[config.mk]
export PLATFORM = sky130hd
export DESIGN_NAME = reg_file_2rp2wp
export DESIGN_NICKNAME = d
export VERILOG_FILES = /design/src/rtl/reg_file_2rp2wp.sv
export SDC_FILE = /design/constraint.sdc
export NUM_CORES = 1
export LEC_CHECK = 0
export BUFFER_PORTS_ARGS = -buffer_cell sky130_fd_sc_hd__buf_2
export CORE_ASPECT_RATIO = 0.6
export CORE_MARGIN = 8
export CORE_UTILIZATION = 47
export CTS_CLUSTER_DIAMETER = 100
export DETAILED_ROUTE_END_ITERATION = 8
export PLACE_DENSITY = 0.68
export SYNTH_ARGS = -nofsm -noshare
export SYNTH_HDL_FRONTEND = slang
export SYNTH_SLANG_ARGS = --single-unit
[constraint.sdc]
create_clock -name clock -period 4.3 [get_ports clock]
set_clock_uncertainty 0.2 [all_clocks]
set_input_delay 0.43 -clock clock [delete_from_list [all_inputs] [get_ports clock]]
set_output_delay 0.43 -clock clock [all_outputs]
set_load 0.01 [all_outputs]
[src/rtl/reg_file_2rp2wp.sv]
// Dual-read, dual-write register file with optional write-to-read bypass,
// optional registered read and a sequential clear-all sweep.
module reg_file_2rp2wp #(
  parameter  int DATA_W   = 16,
  parameter  int DEPTH    = 4,
  parameter  int READ_REG = 0,
  parameter  int BYPASS   = 1,
  localparam int AW       = $clog2(DEPTH)
) (
  input  logic              clock,
  input  logic              reset,
  input  logic              wen0_in,
  input  logic [AW-1:0]     waddr0_in,
  input  logic [DATA_W-1:0] wdata0_in,
  input  logic              wen1_in,
  input  logic [AW-1:0]     waddr1_in,
  input  logic [DATA_W-1:0] wdata1_in,
  input  logic [AW-1:0]     raddr0_in,
  output logic [DATA_W-1:0] rdata0_out,
  input  logic [AW-1:0]     raddr1_in,
  output logic [DATA_W-1:0] rdata1_out,
  input  logic              clr_in,
  output logic              busy_out
);

  typedef enum logic {
    IDLE  = 1'b0,
    CLEAR = 1'b1
  } state_t;

  state_t            state;
  logic [AW-1:0]     cnt;
  logic [DATA_W-1:0] mem [DEPTH];
  logic [DATA_W-1:0] rd_next0;
  logic [DATA_W-1:0] rd_next1;
  logic              byp_en;

  // NOTE: the storage array is reset entry by entry because reset must clear
  // the contents; this forces flops rather than a RAM macro, which is intended.
  always_ff @(posedge clock) begin
    if (reset) begin
      for (int i = 0; i < DEPTH; i++) mem[i] <= '0;
      state <= IDLE;
      cnt   <= '0;
    end else begin
      case (state)
        IDLE: begin
          // NOTE: non-blocking updates resolve in program order, so port 1,
          // written last, wins a same-address collision.
          if (wen0_in) mem[waddr0_in] <= wdata0_in;
          if (wen1_in) mem[waddr1_in] <= wdata1_in;
          if (clr_in) begin
            state <= CLEAR;
            cnt   <= '0;
          end
        end
        CLEAR: begin
          mem[cnt] <= '0;
          cnt      <= cnt + AW'(1);
          if (cnt == AW'(DEPTH - 1)) state <= IDLE;
        end
        default: state <= IDLE;
      endcase
    end
  end

  assign busy_out = (state == CLEAR);

  // Writes are dropped during the sweep, so forwarding them would lie.
  assign byp_en = (BYPASS != 0) && (state == IDLE);

  // NOTE: each output gets a default before the conditional overrides so no
  // latch is inferred.
  always_comb begin
    rd_next0 = mem[raddr0_in];
    rd_next1 = mem[raddr1_in];
    if (byp_en && wen0_in && (waddr0_in == raddr0_in)) rd_next0 = wdata0_in;
    if (byp_en && wen1_in && (waddr1_in == raddr0_in)) rd_next0 = wdata1_in;
    if (byp_en && wen0_in && (waddr0_in == raddr1_in)) rd_next1 = wdata0_in;
    if (byp_en && wen1_in && (waddr1_in == raddr1_in)) rd_next1 = wdata1_in;
  end

  generate
    if (READ_REG != 0) begin : g_reg_read
      always_ff @(posedge clock) begin
        if (reset) begin
          rdata0_out <= '0;
          rdata1_out <= '0;
        end else begin
          rdata0_out <= rd_next0;
          rdata1_out <= rd_next1;
        end
      end
    end else begin : g_comb_read
      assign rdata0_out = rd_next0;
      assign rdata1_out = rd_next1;
    end
  endgenerate

endmodule

# Yosys cells after proc, flatten, opt, wreduce, memory -nomap -nowiden
# Memory sizes are Yosys's and may differ from the RTL's.
# Index checks and enable logic that the tools add are counted.
[totals]
latchBits = 0
word_cells = 51
mem_bits_ro = 0
in_bits = 45
reg_bits = 3
mem_count = 1
ramBits = 64
output_inout_bits = 33
[mem_list]
columns = ["name", "words", "word_bits", "rd", "rd_ports_with_merged_regs", "write_ports", "line", "source"]
rows = [
  ["mem", 4, 16, 2, 0, 4, "33", "logic [DATA_W-1:0] mem [DEPTH];"],
]
[classes]
order_cmp = 0
multipliers = 0
muxes = 31
n_eq_ne = 6
n_bitwise = 1
n_addsub = 1
reduce_logical = 9
n_div = 0
n_shift = 0
[op_table]
columns = ["op", "count"]
rows = [
  ["2-to-1 mux 16 bit", 7],
  ["OR reduction 16 bit", 3],
  ["2-to-1 mux 1 bit", 18],
  ["equality test 2 bit", 4],
  ["2-to-1 mux 2 bit", 4],
  ["logical AND 1 bit", 6],
  ["one-hot mux 2 bit (2 select lines)", 1],
  ["adder 2 x 1 -> 2 bit (second input constant)", 1],
  ["equality test 2 bit (second input constant)", 1],
  ["inequality test 2 bit (second input constant)", 1],
  ["one-hot mux 1 bit (2 select lines)", 1],
  ["inverter 1 bit", 1],
]

# Longest topological paths before layout
# Gate-level depths: netlist of the first run.
[logic_depth]
word_depth = 7
ltp_mapped = 6
mapped_depth_nobuf = 3

# Worst setup path before layout of the first run
# No wires, ideal clock.
[synth_path]
path_kind = "in2reg"
startpoint = "in waddr0_in[1]"
endpoint = "mem mem[1][0] (enable)"
required_ns = 3.706
arrival_ns = 2.104
setup_slack_ns = 1.602
path_stages = 6
path_cell_list = "buf_6 > or3b_4 > a2111o_1 > buf_6 > buf_12 > o211ai_1"
[synth_rtl]
columns = ["element", "line", "source"]
rows = [
  ["from (decl)", "13", "input logic [AW-1:0] waddr0_in,"],
  ["to (decl)", "33", ""],
]

# Worst setup path after layout of the first run
[layout_path]
startpoint = "reg state (netlist: busy_out)"
endpoint = "out rdata1_out[10]"
[layout_via]
elab_chain_len = 5
elab_cells_between_ends = 7
classes_between = "mux: 2; bitwise: 1; reduce/logical: 4"
[layout_lines]
columns = ["element", "line", "source"]
rows = [
  ["from (decl)", "31", "state_t state;"],
  ["from (signal assigned)", "43", "state <= IDLE;"],
  ["from (signal assigned)", "53", "state <= CLEAR;"],
  ["from (signal assigned)", "60", "if (cnt == AW'(DEPTH - 1)) state <= IDLE;"],
  ["inverter 1 bit *", "--", ""],
  ["logical AND 1 bit (2 in series)", "79", "if (byp_en && wen0_in && (waddr0_in == raddr1_in)) rd_next1 = wdata0_in;"],
  ["2-to-1 mux 16 bit", "79", ""],
  ["2-to-1 mux 16 bit *", "80", "if (byp_en && wen1_in && (waddr1_in == raddr1_in)) rd_next1 = wdata1_in;"],
  ["to (decl)", "21", "output logic [DATA_W-1:0] rdata1_out,"],
]
# Mark *: on every way between the ends. The rest lies on a longest branch, timed or not.

==> results of run 1 <==
[kinds of logic (layout without fill, tap and decap cells)]
| group | count (synthesis) | count (layout) | synth area share [%] |
|---|---|---|---|
| buffers and inverters | 66 | 113 | 5.69 |
| DFF | 67 | 67 | 37.5 |
| and+or+nand+nor | 185 | 185 | 21.6 |
| AOI/OAI and AO/OA | 139 | 139 | 19.3 |
| muxes | 32 | 32 | 13.6 |
| xor gates and xnor gates | 12 | 12 | 1.99 |
| adders and majority gates | 1 | 1 | 0.237 |
[cell type report]
| class | count | share of cell area (%) |
|---|---|---|
| inverter | 1 | 0.0623 |
| timing repair buffer | 96 | 8.76 |
| tap | 144 | 2.99 |
| clock buffer | 9 | 3.74 |
| clock inverter | 7 | 1.14 |
| multi-input combinational | 369 | 50.4 |
| sequential | 67 | 32.9 |
[registers in the layout, summed over array words and instances (netlist names)]
signal / count
busy_out: 1
mem: 64
cnt: 2
[critical path: cells and delay by family, from the launching register on]
| family | cells | cell delay, ns |
|---|---|---|
| AOI/OAI and AO/OA | 1 | 0.22 |
| buffers and inverters | 1 | 0.20 |
| DFF | 1 | 0.64 |
| and+or+nand+nor | 2 | 1.37 |
[layer usage]
layer,global-route usage (%),up-vias
li1,-,2154
met1,33.2,2418
met2,32.9,387
met3,10.8,19
met4,4.54,2
met5,4.41,-
[cells in the final DEF, fill, tap and decap left out, types with 12 or more instances in the layout]
cell type and count:
a31oi_1 32, and3b_1 16, buf_2 77, buf_4 19, edfxtp_1 64, mux4_2 32, nand2_1 17, nand3_1 64
nand3b_1 32, nor4_1 32, o21ai_0 12, o31ai_1 71
[power groups by stage]
stage	Clock, W	Combinational [W]	Sequential (W)
floorplan	0	0.000322	0.000795
finish	0.000730	0.000526	0.000794
CTS	0.000734	0.000508	0.000794
global route	0.000761	0.000556	0.000799
global placement	0	0.000504	0.000802
detailed placement	0	0.000507	0.000807
[worst paths after layout]
check,depth (start not counted),to,from
setup / recovery,4,rdata1_out[10],busy_out
hold / removal,3,busy_out,clr_in
setup reg to reg,5,mem[0][11],busy_out
hold reg to reg,2,cnt[0],cnt[0]
[Yosys cell counts (2+ instances only)]
library cell / count / area share, %
o21ai_0: 12 / 1.1
o21ai_1: 4 / 0.38
and3b_1: 16 / 2.7
xor2_1: 8 / 1.3
buf_6: 2 / 0.43
nor3b_1: 3 / 0.43
nand2b_1: 3 / 0.36
nand2_1: 17 / 1.2
nand3_1: 64 / 6.1
a21oi_1: 4 / 0.38
dfxtp_1: 3 / 1.1
o211ai_1: 2 / 0.28
nand3b_1: 32 / 4.5
o31ai_1: 71 / 10
nor4_1: 32 / 3.8
a31oi_1: 32 / 3.8
mux4_2: 32 / 14
xnor2_1: 4 / 0.66
clkbuf_1: 44 / 3.1
edfxtp_1: 64 / 36
o31ai_2: 9 / 2.1
and2_1: 2 / 0.24
buf_2: 17 / 1.6
nor2_1: 5 / 0.36
or3_1: 2 / 0.24
[stage by stage]
stage | total power (W) | setup slack [ns]
finish | 0.00205 | 0.894
floorplan | 0.00112 | 1.60
global placement | 0.00131 | 1.14
CTS | 0.00204 | 1.01
global route | 0.00212 | 0.828
detailed placement | 0.00131 | 1.16
==> run summary, run 1 <==
status: finished with violations
failing checks: max-capacitance violations
WL/cell: 26.3 um
Int Power: 0.00141 W
DR vias: 4980
endpoints failing setup: 0
worst-path fanout max: 19
Die H: 98.1 um
final core utilization: 54.2%
Syn Inst Count: 502
WP data arrival: 2.78 ns
WHS: 0.245 ns
Fillers: 975
Hold/Removal Path Class: input port to flip-flop
postcts setup bufs: 0
fin crit period: 3.41 ns
Worst Setup Start Kind: flip-flop
syn_area_per_cell: 10.5 sq um
Synthesized Nets: 548
Worst slew margin: 1.33%
R2R Setup Slk: 1.39 ns
Final Cycle Share: 79.2%
fin nets: 590
critical path cell sequence: nand2b_1 -> or3_1 -> a31oi_1 -> buf_2
Ys Warns: 0
placed inst area: 5720 sq um
post-CTS resize count: 0
Finished Cell Area: 6020 sq um
share of layout cells above drive strength 1: 29.3%
CP peak stage delay: 0.76 ns
Logic pwr share: 25.7%
die footprint: 15000 sq um
Detail Route met3 WL: 2960 um
initial DRC count: 637
H-tree depth reported by CTS: 3
Switch Pwr: 0.000644 W
Slowest-stage cell, CP: nand2b_1
Die W: 153 um
Final ANT Viol Nets: 0
root buf cell: clkbuf_16
cts bufs inserted: 9
Async SR Flop Fraction: 0%
wire length on met2: 7350 um
sequential area share after synthesis: 37.5%
maximum clock rate: 0.294 GHz
overall routing resource usage: 23.9%
Peak VDD IR: 0.155 mV
Met1 Wirelength: 7700 um
fin cells: 693
RSZ-0062 raised after global routing: no
CTS tree: done
PD cells: 340 nW/um^2
crit path kind: flip-flop to output port
Initial Util: 47.5%
DP HPWL: 12600 um
clock latency on the worst-skew pair: 0.33 ns
Max clock buf depth: 2
Worst Path Required: 3.67 ns
core footprint: 11100 sq um
row cnt: 30
#FFs+latches synth: 67
antenna cells: 0
Congestion Overflow GR: 0
Cells after DPL: 677
clock sinks: 67
Post-synth EDFFs: 64
area added between synthesis and finish: 14.1%
area of the multi-input gates: 3040 sq um
pins over their slew limit: 0
DRC: 0
# IOs: 78
endpoint type of the worst setup path: output port
first-pass GRT wire length: 28100 um
Netlist cell types: 43
vias per cell: 7.19
CTS Hold Bufs: 0
max-cap violations: 1
Sequential cell area: 1980 sq um
port buffer count: 77
GP Congestion: 0.985
clock network power share: 35.6%
Slew @ Worst Pin: 1.47 ns
Post-Syn Area: 5280 sq um
Leak: 2.07 nW
Clock Pin Slew Worst Setup and Hold Paths: 0.05 ns
Total Neg Setup Slack: 0 ns
initial antenna violation count: 0
Detailed Routing Iterations Pass 1: 5
ys flop type: edfxtp_1
switching share of power: 31.4%
largest net degree at the start of global routing: 72
vias in the first global route: 4730
WL final: 18200 um
Final Hold Viols: 0
top sig layer: met5
sequential power share: 38.7%
Power figures use the tool's default switching activity.
==> run 2, diff against run 1 <==
clock period = 3.4 ns   (was 4.3 ns; I/O delays follow)
==> run 2 against run 1 <==
- the run now ends clean
- flip-flop and latch count unchanged
- clock power rose by 47%
- sequential power grew 27%
- register-to-register slack worse by 0.52 ns
- die area unchanged
- core utilization up 0.89 points
==> run summary, run 2 (synthesized netlist as in run 1, its figures left out) <==
endpoint type of the worst setup path: output port
CTS Hold Bufs: 0
Initial Util: 47.5%
Switch Pwr: 0.000807 W
Worst Path Required: 2.86 ns
max-cap violations: 0
Leak: 2.12 nW
pins over their slew limit: 0
clock latency on the worst-skew pair: 0.33 ns
switching share of power: 29.4%
Final Hold Viols: 0
largest net degree at the start of global routing: 64
Hold/Removal Path Class: input port to flip-flop
core footprint: 11100 sq um
Total Neg Setup Slack: 0 ns
Int Power: 0.00193 W
DRC: 0
initial antenna violation count: 0
WL final: 18500 um
Biggest register: mem
fin nets: 599
Die H: 98.1 um
Fillers: 933
Worst slew margin: 13.6%
clock sinks: 67
Max clock buf depth: 2
Worst Setup Start Kind: flip-flop
PD cells: 448 nW/um^2
DR vias: 4994
first-pass GRT wire length: 28900 um
postcts setup bufs: 0
initial DRC count: 701
WL/cell: 26.5 um
vias per cell: 7.12
sequential power share: 36.7%
Final Cycle Share: 92.9%
GP Congestion: 0.899
maximum clock rate: 0.317 GHz
Die W: 153 um
area added between synthesis and finish: 16.0%
Final ANT Viol Nets: 0
H-tree depth reported by CTS: 3
Detailed Routing Iterations Pass 1: 6
commonest non-fill, non-tap cells in the layout: buf_2 (77), o31ai_1 (71), nand3_1 (64), edfxtp_1 (64)
endpoints failing setup: 0
WP data arrival: 2.62 ns
antenna cells: 0
Clock Pin Slew Worst Setup and Hold Paths: 0.06 ns
Design Power: 0.00274 W
crit path kind: flip-flop to output port
row cnt: 30
status: finished clean
commonest non-fill, non-tap cell in the layout: buf_2
cts bufs inserted: 9
DP HPWL: 13300 um
Logic pwr share: 24.4%
clock network power share: 38.9%
post-CTS resize count: 0
overall routing resource usage: 24.5%
R2R Setup Slk: 0.87 ns
share of layout cells above drive strength 1: 30.2%
fin crit period: 3.16 ns
Peak VDD IR: 0.289 mV
# IOs: 78
vias in the first global route: 4815
Congestion Overflow GR: 0
port buffer count: 77
root buf cell: clkbuf_16
worst-path fanout max: 18
hold path depth: 3
die footprint: 15000 sq um
CTS tree: done
worst-case reg-to-reg path depth: 5
Slew @ Worst Pin: 1.29 ns
RSZ-0062 raised after global routing: no
number of flip-flops under the largest register name: 64
[run 2: cell types whose count changed in the layout (fill, tap and decap cells not counted)]
cell / before / now
buf_4: 19 / 28
bufinv_16: 1 / 3
xnor2_2: 2 / 0
clkinv_1: 1 / 0
xnor2_1: 2 / 4
clkinv_2: 2 / 0
[run 2: metrics by stage]
stage	setup WS, ns	instance area [sq um]	std cells	util, %	hold WS (ns)
after floorplan	0.792	5280	502	-	0.280
after global placement	0.675	5780	686	52.0	0.301
after detailed placement	0.669	5780	686	52.0	0.318
after CTS	0.305	6120	701	55.1	0.152
after global routing	0.142	6120	701	55.1	0.189
final	0.241	6120	701	55.1	0.156
[run 2: final cells by class]
| class | instances | area (sq um) | area share [%] |
|---|---|---|---|
| Sequential cell | 67 | 1980 | 32.4 |
| Multi-Input combinational cell | 369 | 3020 | 49.3 |
| Timing Repair Buffer | 105 | 596 | 9.73 |
| Clock inverter | 6 | 115 | 1.88 |
| Inverter | 1 | 3.75 | 0.0613 |
| Tap cell | 144 | 180 | 2.94 |
| Clock buffer | 9 | 225 | 3.68 |
[run 2: layer usage]
layer  global-route usage (%)  wire length, um  share of wire (%)  vias up
li1                         -                -                  -     2181
met1                     35.0             7720                 42     2364
met2                     34.1             7380                 40      424
met3                     9.35             3260                 18       25
met4                     5.22              184               0.99        0
met5                        0                0                  0        -
[run 2: path summary, 6_finish.rpt]
check,from,end
min,clr_in,busy_out
max reg2reg,busy_out,mem[1][11]
max,busy_out,rdata0_out[14]
min reg2reg,cnt[0],cnt[0]
[run 2: critical path, stage by stage (launching register included)]
cell	delay, ns
dfxtp_1	0.45
nand2b_1	0.57
or3_1	0.76
a31oi_1	0.33
buf_2	0.18
[run 2: power by group through the flow]
stage	clock network, W	registers, W	logic, W
floorplan	0	0.00101	0.000407
global placement	0	0.00102	0.000641
detailed placement	0	0.00102	0.000650
CTS	0.00107	0.00101	0.000652
global route	0.00110	0.00101	0.000711
finish	0.00107	0.00101	0.000670
